[src/rtl/cache_ctrl_pkg.sv]
// Shared types for the write-back cache controller: FSM state encoding and tag-width helpers.
package cache_ctrl_pkg;

  typedef enum logic [2:0] {
    ST_IDLE,
    ST_LOOKUP,
    ST_WRITEBACK,
    ST_REFILL_REQ,
    ST_REFILL_WAIT,
    ST_RESP
  } state_e;

  localparam int DEF_ADDR_W  = 8;
  localparam int DEF_INDEX_W = 2;
  localparam int TAG_W       = DEF_ADDR_W - DEF_INDEX_W;

  function automatic int tag_width(input int addr_w, input int index_w);
    return addr_w - index_w;
  endfunction

endpackage

[src/rtl/cache_line_store.sv]
// Direct-mapped line storage: one combinational read port, one write port; valid/dirty cleared by rst.
module cache_line_store #(
  parameter int DATA_W     = 32,
  parameter int INDEX_W    = 2,
  parameter int LINE_TAG_W = cache_ctrl_pkg::TAG_W
) (
  input  logic                  clk,
  input  logic                  rst,
  input  logic [INDEX_W-1:0]    rd_idx_i,
  output logic                  rd_valid_o,
  output logic                  rd_dirty_o,
  output logic [LINE_TAG_W-1:0] rd_tag_o,
  output logic [DATA_W-1:0]     rd_data_o,
  input  logic                  wr_en_i,
  input  logic [INDEX_W-1:0]    wr_idx_i,
  input  logic                  wr_dirty_i,
  input  logic [LINE_TAG_W-1:0] wr_tag_i,
  input  logic [DATA_W-1:0]     wr_data_i
);
  localparam int LINES = 1 << INDEX_W;

  logic [LINES-1:0]      valid_q;
  logic [LINES-1:0]      dirty_q;
  logic [LINE_TAG_W-1:0] tag_q  [LINES];
  logic [DATA_W-1:0]     data_q [LINES];

  always_ff @(posedge clk or posedge rst) begin
    if (rst) begin
      valid_q <= '0;
      dirty_q <= '0;
    end else if (wr_en_i) begin
      valid_q[wr_idx_i] <= 1'b1;
      dirty_q[wr_idx_i] <= wr_dirty_i;
    end
  end

  // Tag and data only matter once the line is valid, so they carry no reset.
  always_ff @(posedge clk) begin
    if (wr_en_i) begin
      tag_q[wr_idx_i]  <= wr_tag_i;
      data_q[wr_idx_i] <= wr_data_i;
    end
  end

  assign rd_valid_o = valid_q[rd_idx_i];
  assign rd_dirty_o = dirty_q[rd_idx_i];
  assign rd_tag_o   = tag_q[rd_idx_i];
  assign rd_data_o  = data_q[rd_idx_i];

endmodule

[src/rtl/param_wb_cache_ctrl.sv]
// Direct-mapped, one-word-line write-back cache controller between a CPU port and a memory port.
// Define CACHE_STATS_EN to build saturating hit/miss counters; otherwise both counts read 0.
module param_wb_cache_ctrl
  import cache_ctrl_pkg::*;
#(
  parameter int ADDR_W  = 8,
  parameter int DATA_W  = 32,
  parameter int INDEX_W = 2
) (
  input  logic              clk,
  input  logic              rst,
  input  logic              cpu_req_valid,
  output logic              cpu_req_ready,
  input  logic              cpu_req_we,
  input  logic [ADDR_W-1:0] cpu_req_addr,
  input  logic [DATA_W-1:0] cpu_req_wdata,
  output logic              cpu_rsp_valid,
  output logic [DATA_W-1:0] cpu_rsp_rdata,
  output logic              mem_req_valid,
  input  logic              mem_req_ready,
  output logic              mem_req_we,
  output logic [ADDR_W-1:0] mem_req_addr,
  output logic [DATA_W-1:0] mem_req_wdata,
  input  logic              mem_rsp_valid,
  input  logic [DATA_W-1:0] mem_rsp_rdata,
  output logic [15:0]       hit_count,
  output logic [15:0]       miss_count
);
  localparam int TW = tag_width(ADDR_W, INDEX_W);

  state_e              state_q, state_d;
  logic                live_q;
  logic                req_we_q;
  logic [ADDR_W-1:0]   req_addr_q;
  logic [DATA_W-1:0]   req_wdata_q;
  logic [DATA_W-1:0]   rdata_q, rdata_d;
  logic                rdata_ld;

  logic [INDEX_W-1:0]  req_idx;
  logic [TW-1:0]       req_tag;
  logic                st_valid, st_dirty;
  logic [TW-1:0]       st_tag;
  logic [DATA_W-1:0]   st_data;
  logic                wr_en, wr_dirty;
  logic [DATA_W-1:0]   wr_data;
  logic                hit, victim_dirty;

  assign req_idx      = req_addr_q[INDEX_W-1:0];
  assign req_tag      = req_addr_q[ADDR_W-1:INDEX_W];
  assign hit          = st_valid && (st_tag == req_tag);
  assign victim_dirty = st_valid && st_dirty;

  cache_line_store #(
    .DATA_W    (DATA_W),
    .INDEX_W   (INDEX_W),
    .LINE_TAG_W(TW)
  ) u_store (
    .clk       (clk),
    .rst       (rst),
    .rd_idx_i  (req_idx),
    .rd_valid_o(st_valid),
    .rd_dirty_o(st_dirty),
    .rd_tag_o  (st_tag),
    .rd_data_o (st_data),
    .wr_en_i   (wr_en),
    .wr_idx_i  (req_idx),
    .wr_dirty_i(wr_dirty),
    .wr_tag_i  (req_tag),
    .wr_data_i (wr_data)
  );

  // live_q keeps the CPU port closed until the first full cycle after reset releases.
  always_ff @(posedge clk or posedge rst) begin
    if (rst) begin
      state_q <= ST_IDLE;
      live_q  <= 1'b0;
    end else begin
      state_q <= state_d;
      live_q  <= 1'b1;
    end
  end

  always_ff @(posedge clk) begin
    if (cpu_req_valid && cpu_req_ready) begin
      req_we_q    <= cpu_req_we;
      req_addr_q  <= cpu_req_addr;
      req_wdata_q <= cpu_req_wdata;
    end
    if (rdata_ld) rdata_q <= rdata_d;
  end

  always_comb begin
    state_d       = state_q;
    wr_en         = 1'b0;
    wr_dirty      = 1'b0;
    wr_data       = req_wdata_q;
    rdata_ld      = 1'b0;
    rdata_d       = rdata_q;
    mem_req_valid = 1'b0;
    mem_req_we    = 1'b0;
    mem_req_addr  = '0;
    mem_req_wdata = '0;
    case (state_q)
      ST_IDLE: if (cpu_req_valid && cpu_req_ready) state_d = ST_LOOKUP;
      ST_LOOKUP: begin
        if (hit) begin
          state_d = ST_RESP;
          if (req_we_q) begin
            wr_en    = 1'b1;
            wr_dirty = 1'b1;
          end else begin
            rdata_ld = 1'b1;
            rdata_d  = st_data;
          end
        end else if (victim_dirty) begin
          state_d = ST_WRITEBACK;
        end else if (req_we_q) begin
          wr_en    = 1'b1;
          wr_dirty = 1'b1;
          state_d  = ST_RESP;
        end else begin
          state_d = ST_REFILL_REQ;
        end
      end
      ST_WRITEBACK: begin
        mem_req_valid = 1'b1;
        mem_req_we    = 1'b1;
        mem_req_addr  = {st_tag, req_idx};
        mem_req_wdata = st_data;
        if (mem_req_ready) begin
          if (req_we_q) begin
            wr_en    = 1'b1;
            wr_dirty = 1'b1;
            state_d  = ST_RESP;
          end else begin
            state_d = ST_REFILL_REQ;
          end
        end
      end
      ST_REFILL_REQ: begin
        mem_req_valid = 1'b1;
        mem_req_addr  = req_addr_q;
        if (mem_req_ready) state_d = ST_REFILL_WAIT;
      end
      ST_REFILL_WAIT: begin
        if (mem_rsp_valid) begin
          wr_en    = 1'b1;
          wr_data  = mem_rsp_rdata;
          rdata_ld = 1'b1;
          rdata_d  = mem_rsp_rdata;
          state_d  = ST_RESP;
        end
      end
      ST_RESP: state_d = ST_IDLE;
      default: state_d = ST_IDLE;
    endcase
  end

  assign cpu_req_ready = (state_q == ST_IDLE) && live_q;
  assign cpu_rsp_valid = (state_q == ST_RESP);
  assign cpu_rsp_rdata = (cpu_rsp_valid && !req_we_q) ? rdata_q : '0;

`ifdef CACHE_STATS_EN
  logic [15:0] hit_cnt_q, miss_cnt_q;

  always_ff @(posedge clk or posedge rst) begin
    if (rst) begin
      hit_cnt_q  <= '0;
      miss_cnt_q <= '0;
    end else if (state_q == ST_LOOKUP) begin
      if (hit && (hit_cnt_q != 16'hFFFF))    hit_cnt_q  <= hit_cnt_q + 16'd1;
      if (!hit && (miss_cnt_q != 16'hFFFF))  miss_cnt_q <= miss_cnt_q + 16'd1;
    end
  end

  assign hit_count  = hit_cnt_q;
  assign miss_count = miss_cnt_q;
`else
  assign hit_count  = '0;
  assign miss_count = '0;
`endif

endmodule

[config.mk]
export PLATFORM = sky130hd
export DESIGN_NAME = param_wb_cache_ctrl
export DESIGN_NICKNAME = d
export VERILOG_FILES = /design/src/rtl/cache_ctrl_pkg.sv /design/src/rtl/cache_line_store.sv /design/src/rtl/param_wb_cache_ctrl.sv
export SDC_FILE = /design/constraint.sdc
export NUM_CORES = 1
export LEC_CHECK = 0
export BUFFER_PORTS_ARGS = -buffer_cell sky130_fd_sc_hd__buf_2
export CORE_MARGIN = 8
export CORE_UTILIZATION = 50
export CTS_BUF_LIST = sky130_fd_sc_hd__clkbuf_4
export DETAILED_ROUTE_END_ITERATION = 6
export GPL_ROUTABILITY_DRIVEN = 0
export HOLD_SLACK_MARGIN = 0.02
export PLACE_DENSITY_LB_ADDON = 0.12
export REMOVE_ABC_BUFFERS = 1
export SYNTH_ARGS = -nofsm -noshare
export SYNTH_HDL_FRONTEND = slang
export SYNTH_SLANG_ARGS = --single-unit
[constraint.sdc]
create_clock -name clk -period 4.4 [get_ports clk]
set_input_delay 0.44 -clock clk [delete_from_list [all_inputs] [get_ports clk]]
set_output_delay 0.44 -clock clk [all_outputs]
set_load 0.01 [all_outputs]
==> impl_metrics.yaml, run 1 <==
timing:
  worst_slack_ns: 0.844
  tightest_slew_ns: 0.931
  setup-violations-final: 0
  fin_crit_ns: 3.56
  fmax_mhz: 281
  finalCritPeriodShare_pct: 80.8
  rsz0062_at_grt: "false"
  fin_setup_tns_ns: 0
  hold_violations: 0
  fin_worst_skew_ns: 0.0295
  finalMaxSlewViolations: 0
  slew_headroom_pct: 37.9
synthesis:
  yosysSeqAreaShare_pct: 70.0
  synth_edf_count: 225
  synth_area_mm2: 0.0101
  ys_types: 40
  ys.flop_type: "edfxtp_1"
  synthCells: 644
  syn_area_per_cell_um2: 15.7
  ys_ff_latch: 239
  synth_async_sr_flop_share_pct: 5.02
  ys.warnings.count: 0
clocking:
  clock_latency_ns: 0.62
  postCtsSetupRepairBufs: 0
  clk_pin_slew_ns: 0.06
  numCtsBuffers: 67
  htreeDepth: 3
  cts_num_sinks: 239
  clock_path_buffers: 3
  cts_root_buffer: "clkbuf_4"
  cts_tree: "done"
drt:
  routedWlPerCell_um: 18.8
  dr.pass1.iters: 4
  post-route-drc-count: 0
  drtAntennaViolNets: 0
  routed_wl_mm: 22.4
  first_iter_violations: 330
  via_count: 5958
  vias_per_cell: 4.99
job:
  cap_violations: 0
power_and_ir_drop:
  ir_worst_vdd_mv: 0.365
  p_per_area_mw_per_mm2: 481
  leakagePower_nw: 4.76
worst_setup_path:
  crit_family: "flip-flops"
  slowest_delay_ns: 0.87
  end_kind: "flip-flop"
  crit_end: "u_store.data_q[1][24]"
  crit_buf_inv: 1
  cp_data_arrival_time_ns: 3.86
  crit_required_ns: 4.70
  rrSetupSlack_ns: 0.84
  startpoint_type: "flip-flop"
  worst_r2r_endpoint: "u_store.data_q[1][24]"
  worst-path-stages: 7
  critPathMaxFanout: 42
  critPathSlowestCell: "dfxtp_4"
  ff2ff_path_depth: 7
  crit_chain: "mux4_2 -> xnor2_1 -> nand2_1 -> a211oi_4 -> o21ai_2 -> nor2_4 -> buf_12"
  worstSetupPathType: "reg -> reg"
floorplanning:
  die_h_um: 158
  dieWidth_um: 158
  die-area_mm2: 0.0251
  start_util_pct: 50.6
  std_cell_rows: 52
  core_mm2: 0.0200
  boundaryPins: 186
cells_and_area:
  area_delta_synth_final_pct: 21.8
  nets: 959
  final_common_cell: "edfxtp_1"
  final_layout_size_suffix_gt1_share_pct: 38.3
  final_cell_mix: "225 x edfxtp_1, 153 x buf_2, 109 x nand2_1"
  fillers: 1594
global_route:
  grt_pass1_wl_mm: 34.7
  antenna_found_initial: 1
  grt_pass1_vias: 6474
  overflow: 0
  grt_usage_pct: 18.2
  grt_max_degree: 43
min_path:
  worstHoldPathType: "in -> reg"
placed_design:
  io_buffers: 153
  pre_cts_ws_ns: 0.779
  hpwl_mm: 14.2
run_status:
  status: "finished, final reports clean"
-- worst min-delay path by stage --
stage / start / end / cells past startpoint
floorplan: rst / live_q / 1
detailed placement: u_store.valid_q[1] / u_store.valid_q[1] / 1
finish: mem_rsp_rdata[27] / rdata_q[27] / 2
global route: mem_rsp_rdata[6] / rdata_q[6] / 2
CTS: mem_rsp_rdata[18] / rdata_q[18] / 2
global placement: rst / live_q / 2
-- stage by stage --
stage	hold WS [ns]	instances	power, mW	cell area, um2	utilization, %
2_1_floorplan	0.305	607	3.66	9870	-
3_3_place_gp	0.458	1040	4.08	11100	55.6
3_5_place_dp	0.463	1040	4.12	11100	55.6
4_1_cts	0.0842	1190	6.02	12300	61.5
5_1_grt	0.0988	1194	6.28	12300	61.6
6_report	0.148	1194	5.94	12300	61.6
-- cells in the mapped netlist, types with 4 or more instances --
library cell | instances | area (um2)
a21oi_1 | 4 | 20.0
and2_1 | 69 | 432
buf_1 | 5 | 18.8
buf_2 | 7 | 35.0
buf_4 | 32 | 240
clkbuf_1 | 24 | 90.1
dfrtp_1 | 12 | 300
edfxtp_1 | 225 | 6760
mux2_2 | 35 | 394
mux2i_1 | 9 | 90.1
mux4_2 | 37 | 833
nand2_1 | 110 | 413
nand2b_1 | 7 | 43.8
nor2_1 | 11 | 41.3
o21ai_0 | 6 | 30.0
o21ai_1 | 5 | 25.0
o21bai_1 | 4 | 30.0
xnor2_1 | 7 | 61.3
-- per-layer routing --
metal	vias up	track usage, %	share of wire [%]
li1	2815	-	-
met1	2901	22.7	42
met4	0	7.36	1.9
met5	-	0	0
met2	204	29.7	49
met3	38	4.89	7.6
-- power by group --
part | switching [mW] | internal (mW) | leakage [nW]
clock network | 0.850 | 1.01 | 0.474
registers | 0.151 | 2.76 | 2.18
logic | 0.640 | 0.531 | 2.11
-- layout make-up --
cell class / instances / area, um2 / area share, %
antenna: 4 / 10.0 / 0.0811
clock buffer: 98 / 736 / 5.96
clock inverter: 10 / 40.0 / 0.324
inverter: 3 / 11.3 / 0.0913
multi-input combinational: 365 / 2800 / 22.7
sequential: 239 / 7100 / 57.6
tap: 270 / 338 / 2.74
timing repair buffer: 205 / 1300 / 10.5
-- logic make-up (layout without fill, tap and decap cells) --
group / count (synthesis) / in the layout / synth area share (%)
DFF: 239 / 239 / 70.0
and+or+nand+nor: 211 / 211 / 10.1
muxes: 81 / 81 / 13.0
buffers and inverters: 71 / 316 / 3.90
AOI/OAI and AO/OA: 30 / 30 / 2.05
xor gates and xnor gates: 10 / 10 / 0.864
other: 2 / 37 / 0.0741
-- worst reg2reg max path: cells and delay by family (launching register included) --
family	cells	cell delay, ns
multiplexers	1	0.66
AND/OR/NAND/NOR	2	0.66
AO/OA/AOI/OAI	2	0.62
XOR/XNOR	1	0.17
flip-flops	1	0.87
buffers and inverters	1	0.27
-- registers in the layout, summed over array words and instances, names as in the netlist, named ones only --
signal and cells:
u_store.valid_q 4, state_q 3, req_addr_q 8, u_store.data_q 128, u_store.tag_q 24, rdata_q 32, live_q 1, req_we_q 1
req_wdata_q 32, u_store.dirty_q 4
-- repair_timing --
item / 4_1_cts / 5_1_grt
hold buffers: 42 / 0
endpoints found under the hold margin: 54 / 0
resized for setup: 0 / 0
Power figures use the tool's default switching activity.
==> run 2, diff against run 1 <==
==> constraint.sdc (replaced) <==
create_clock -name clk -period 3.2 [get_ports clk]
set_input_delay 0.32 -clock clk [delete_from_list [all_inputs] [get_ports clk]]
set_output_delay 0.32 -clock clk [all_outputs]
set_load 0.01 [all_outputs]
==> impl_metrics.yaml, run 2 (same netlist as run 1, synthesis figures left out) <==
run_status:
  status: "finished, final reports clean"
power_and_ir_drop:
  internal_power_mw: 6.15
  p_sw_share_pct: 27.4
  leakagePower_nw: 4.98
  p_per_area_mw_per_mm2: 660
  clkPwrFrac_pct: 32.8
  comb_power_share_pct: 20.8
  pwr-share-seq_pct: 46.5
  power.switching_mw: 2.32
  ir_worst_vdd_mv: 0.411
clocking:
  htreeDepth: 3
  cts_root_buffer: "clkbuf_4"
  cts_tree: "done"
  cts_num_sinks: 239
  clock_path_buffers: 3
  holdBufCountCts: 75
  clock_latency_ns: 0.64
  postCtsSetupRepairBufs: 0
  clk_pin_slew_ns: 0.06
  ctsResizeCount: 0
  numCtsBuffers: 66
min_path:
  worstHoldPathType: "in -> async"
global_route:
  grt_usage_pct: 19.1
  grt_pass1_vias: 6831
  grt_max_degree: 34
  grt_pass1_wl_mm: 36.1
  overflow: 0
  antenna_found_initial: 1
floorplanning:
  dieWidth_um: 158
  start_util_pct: 50.6
  die_h_um: 158
  die-area_mm2: 0.0251
  boundaryPins: 186
  core_mm2: 0.0200
  std_cell_rows: 52
drt:
  routed_wl_mm: 23.7
  drtAntennaViolNets: 0
  first_iter_violations: 336
  routedWlPerCell_um: 19.2
  vias_per_cell: 4.99
  post-route-drc-count: 0
  dr.pass1.iters: 5
  via_count: 6161
worst_setup_path:
  crit_buf_inv: 1
  slowest_delay_ns: 0.57
  rrSetupSlack_ns: 0.34
  worst_r2r_endpoint: "u_store.data_q[3][16]"
  cp_data_arrival_time_ns: 3.16
  end_kind: "flip-flop"
  startpoint_type: "flip-flop"
  crit_end: "u_store.data_q[3][16]"
  worstSetupPathType: "reg -> reg"
  worst-path-stages: 7
  crit_family: "compound AO/OA/AOI/OAI gates"
  ff2ff_path_depth: 7
  crit_chain: "mux2i_1 -> xnor2_1 -> or3_1 -> a211oi_4 -> o21ai_2 -> nor2_4 -> buf_12"
  critPathSlowestCell: "dfxtp_2"
  critPathMaxFanout: 30
  crit_required_ns: 3.50
cells_and_area:
  nets: 998
  final_cell_mix: "225 x edfxtp_1, 153 x buf_2, 109 x nand2_1"
  final_common_cell: "edfxtp_1"
  regMostFlops: "u_store.data_q"
  fin_cells: 1234
  area_delta_synth_final_pct: 26.5
  top_regs: "u_store.data_q (128), rdata_q (32), req_wdata_q (32)"
  final_util_pct: 64.0
  largest_reg_flops: 128
  final_layout_size_suffix_gt1_share_pct: 37.2
timing:
  finalMaxSlewViolations: 0
  finalCritPeriodShare_pct: 89.4
  whs_ns: 0.243
  fin_crit_ns: 2.86
  worst_slack_ns: 0.340
  rsz0062_at_grt: "false"
  tightest_slew_ns: 0.934
  fmax_mhz: 350
  slew_headroom_pct: 37.7
  hold_violations: 0
  setup-violations-final: 0
  fin_worst_skew_ns: 0.0392
placed_design:
  io_buffers: 153
  dp.cells: 1047
  pre_cts_ws_ns: 0.372
  hpwl_mm: 15.0
job:
  cap_violations: 0
-- run 2: through the flow --
step / power, mW / TNS, ns / cell area (um2)
floorplan: 5.03 / -323.64 / 9870
global placement: 5.66 / 0 / 11200
detailed placement: 5.71 / 0 / 11200
CTS: 8.59 / 0 / 12800
global route: 8.93 / 0 / 12800
finish: 8.47 / 0 / 12800
-- run 2: power groups by stage --
stage	Sequential (mW)	Clock, mW	Combinational [mW]
2_1_floorplan	4.02	0	1.01
3_3_place_gp	3.98	0	1.68
3_5_place_dp	4.00	0	1.71
4_1_cts	3.93	2.87	1.79
5_1_grt	3.96	3.05	1.92
6_report	3.93	2.78	1.76
-- run 2: worst min-delay path by stage --
| stage | startpoint | end | slack [ns] | depth (start not counted) |
|---|---|---|---|---|
| final | rst | u_store.valid_q[2] | 0.24 | 3 |
| after global routing | rst | u_store.valid_q[2] | 0.24 | 3 |
| after CTS | rst | state_q[1] | 0.19 | 3 |
| after detailed placement | rst | state_q[0] | 0.35 | 2 |
| after global placement | rst | live_q | 0.34 | 2 |
| after floorplan | rst | live_q | 0.18 | 1 |
-- run 2: cell type report --
class / instances / area, um2
sequential: 239 / 7100
clock buffer: 93 / 698
clock inverter: 18 / 149
fill: 1540 / 7220
antenna: 1 / 2.50
multi-input combinational: 365 / 2800
timing repair buffer: 245 / 1720
tap: 270 / 338
inverter: 3 / 11.3
-- run 2: layer usage --
layer  vias up  track usage (%)  routed length (um)
met2       211             32.8               12100
met5         -                0                   0
met3        34             4.80                1460
met4         0             8.17                 419
met1      3025             22.5                9690
li1       2891                -                   -
-- run 2: worst register-to-register path, stage by stage, from the launching register on --
cell      delay (ns)
dfxtp_2         0.57
mux2i_1         0.33
xnor2_1         0.13
or3_1           0.41
a211oi_4        0.38
o21ai_2         0.26
nor2_4          0.20
buf_12          0.23
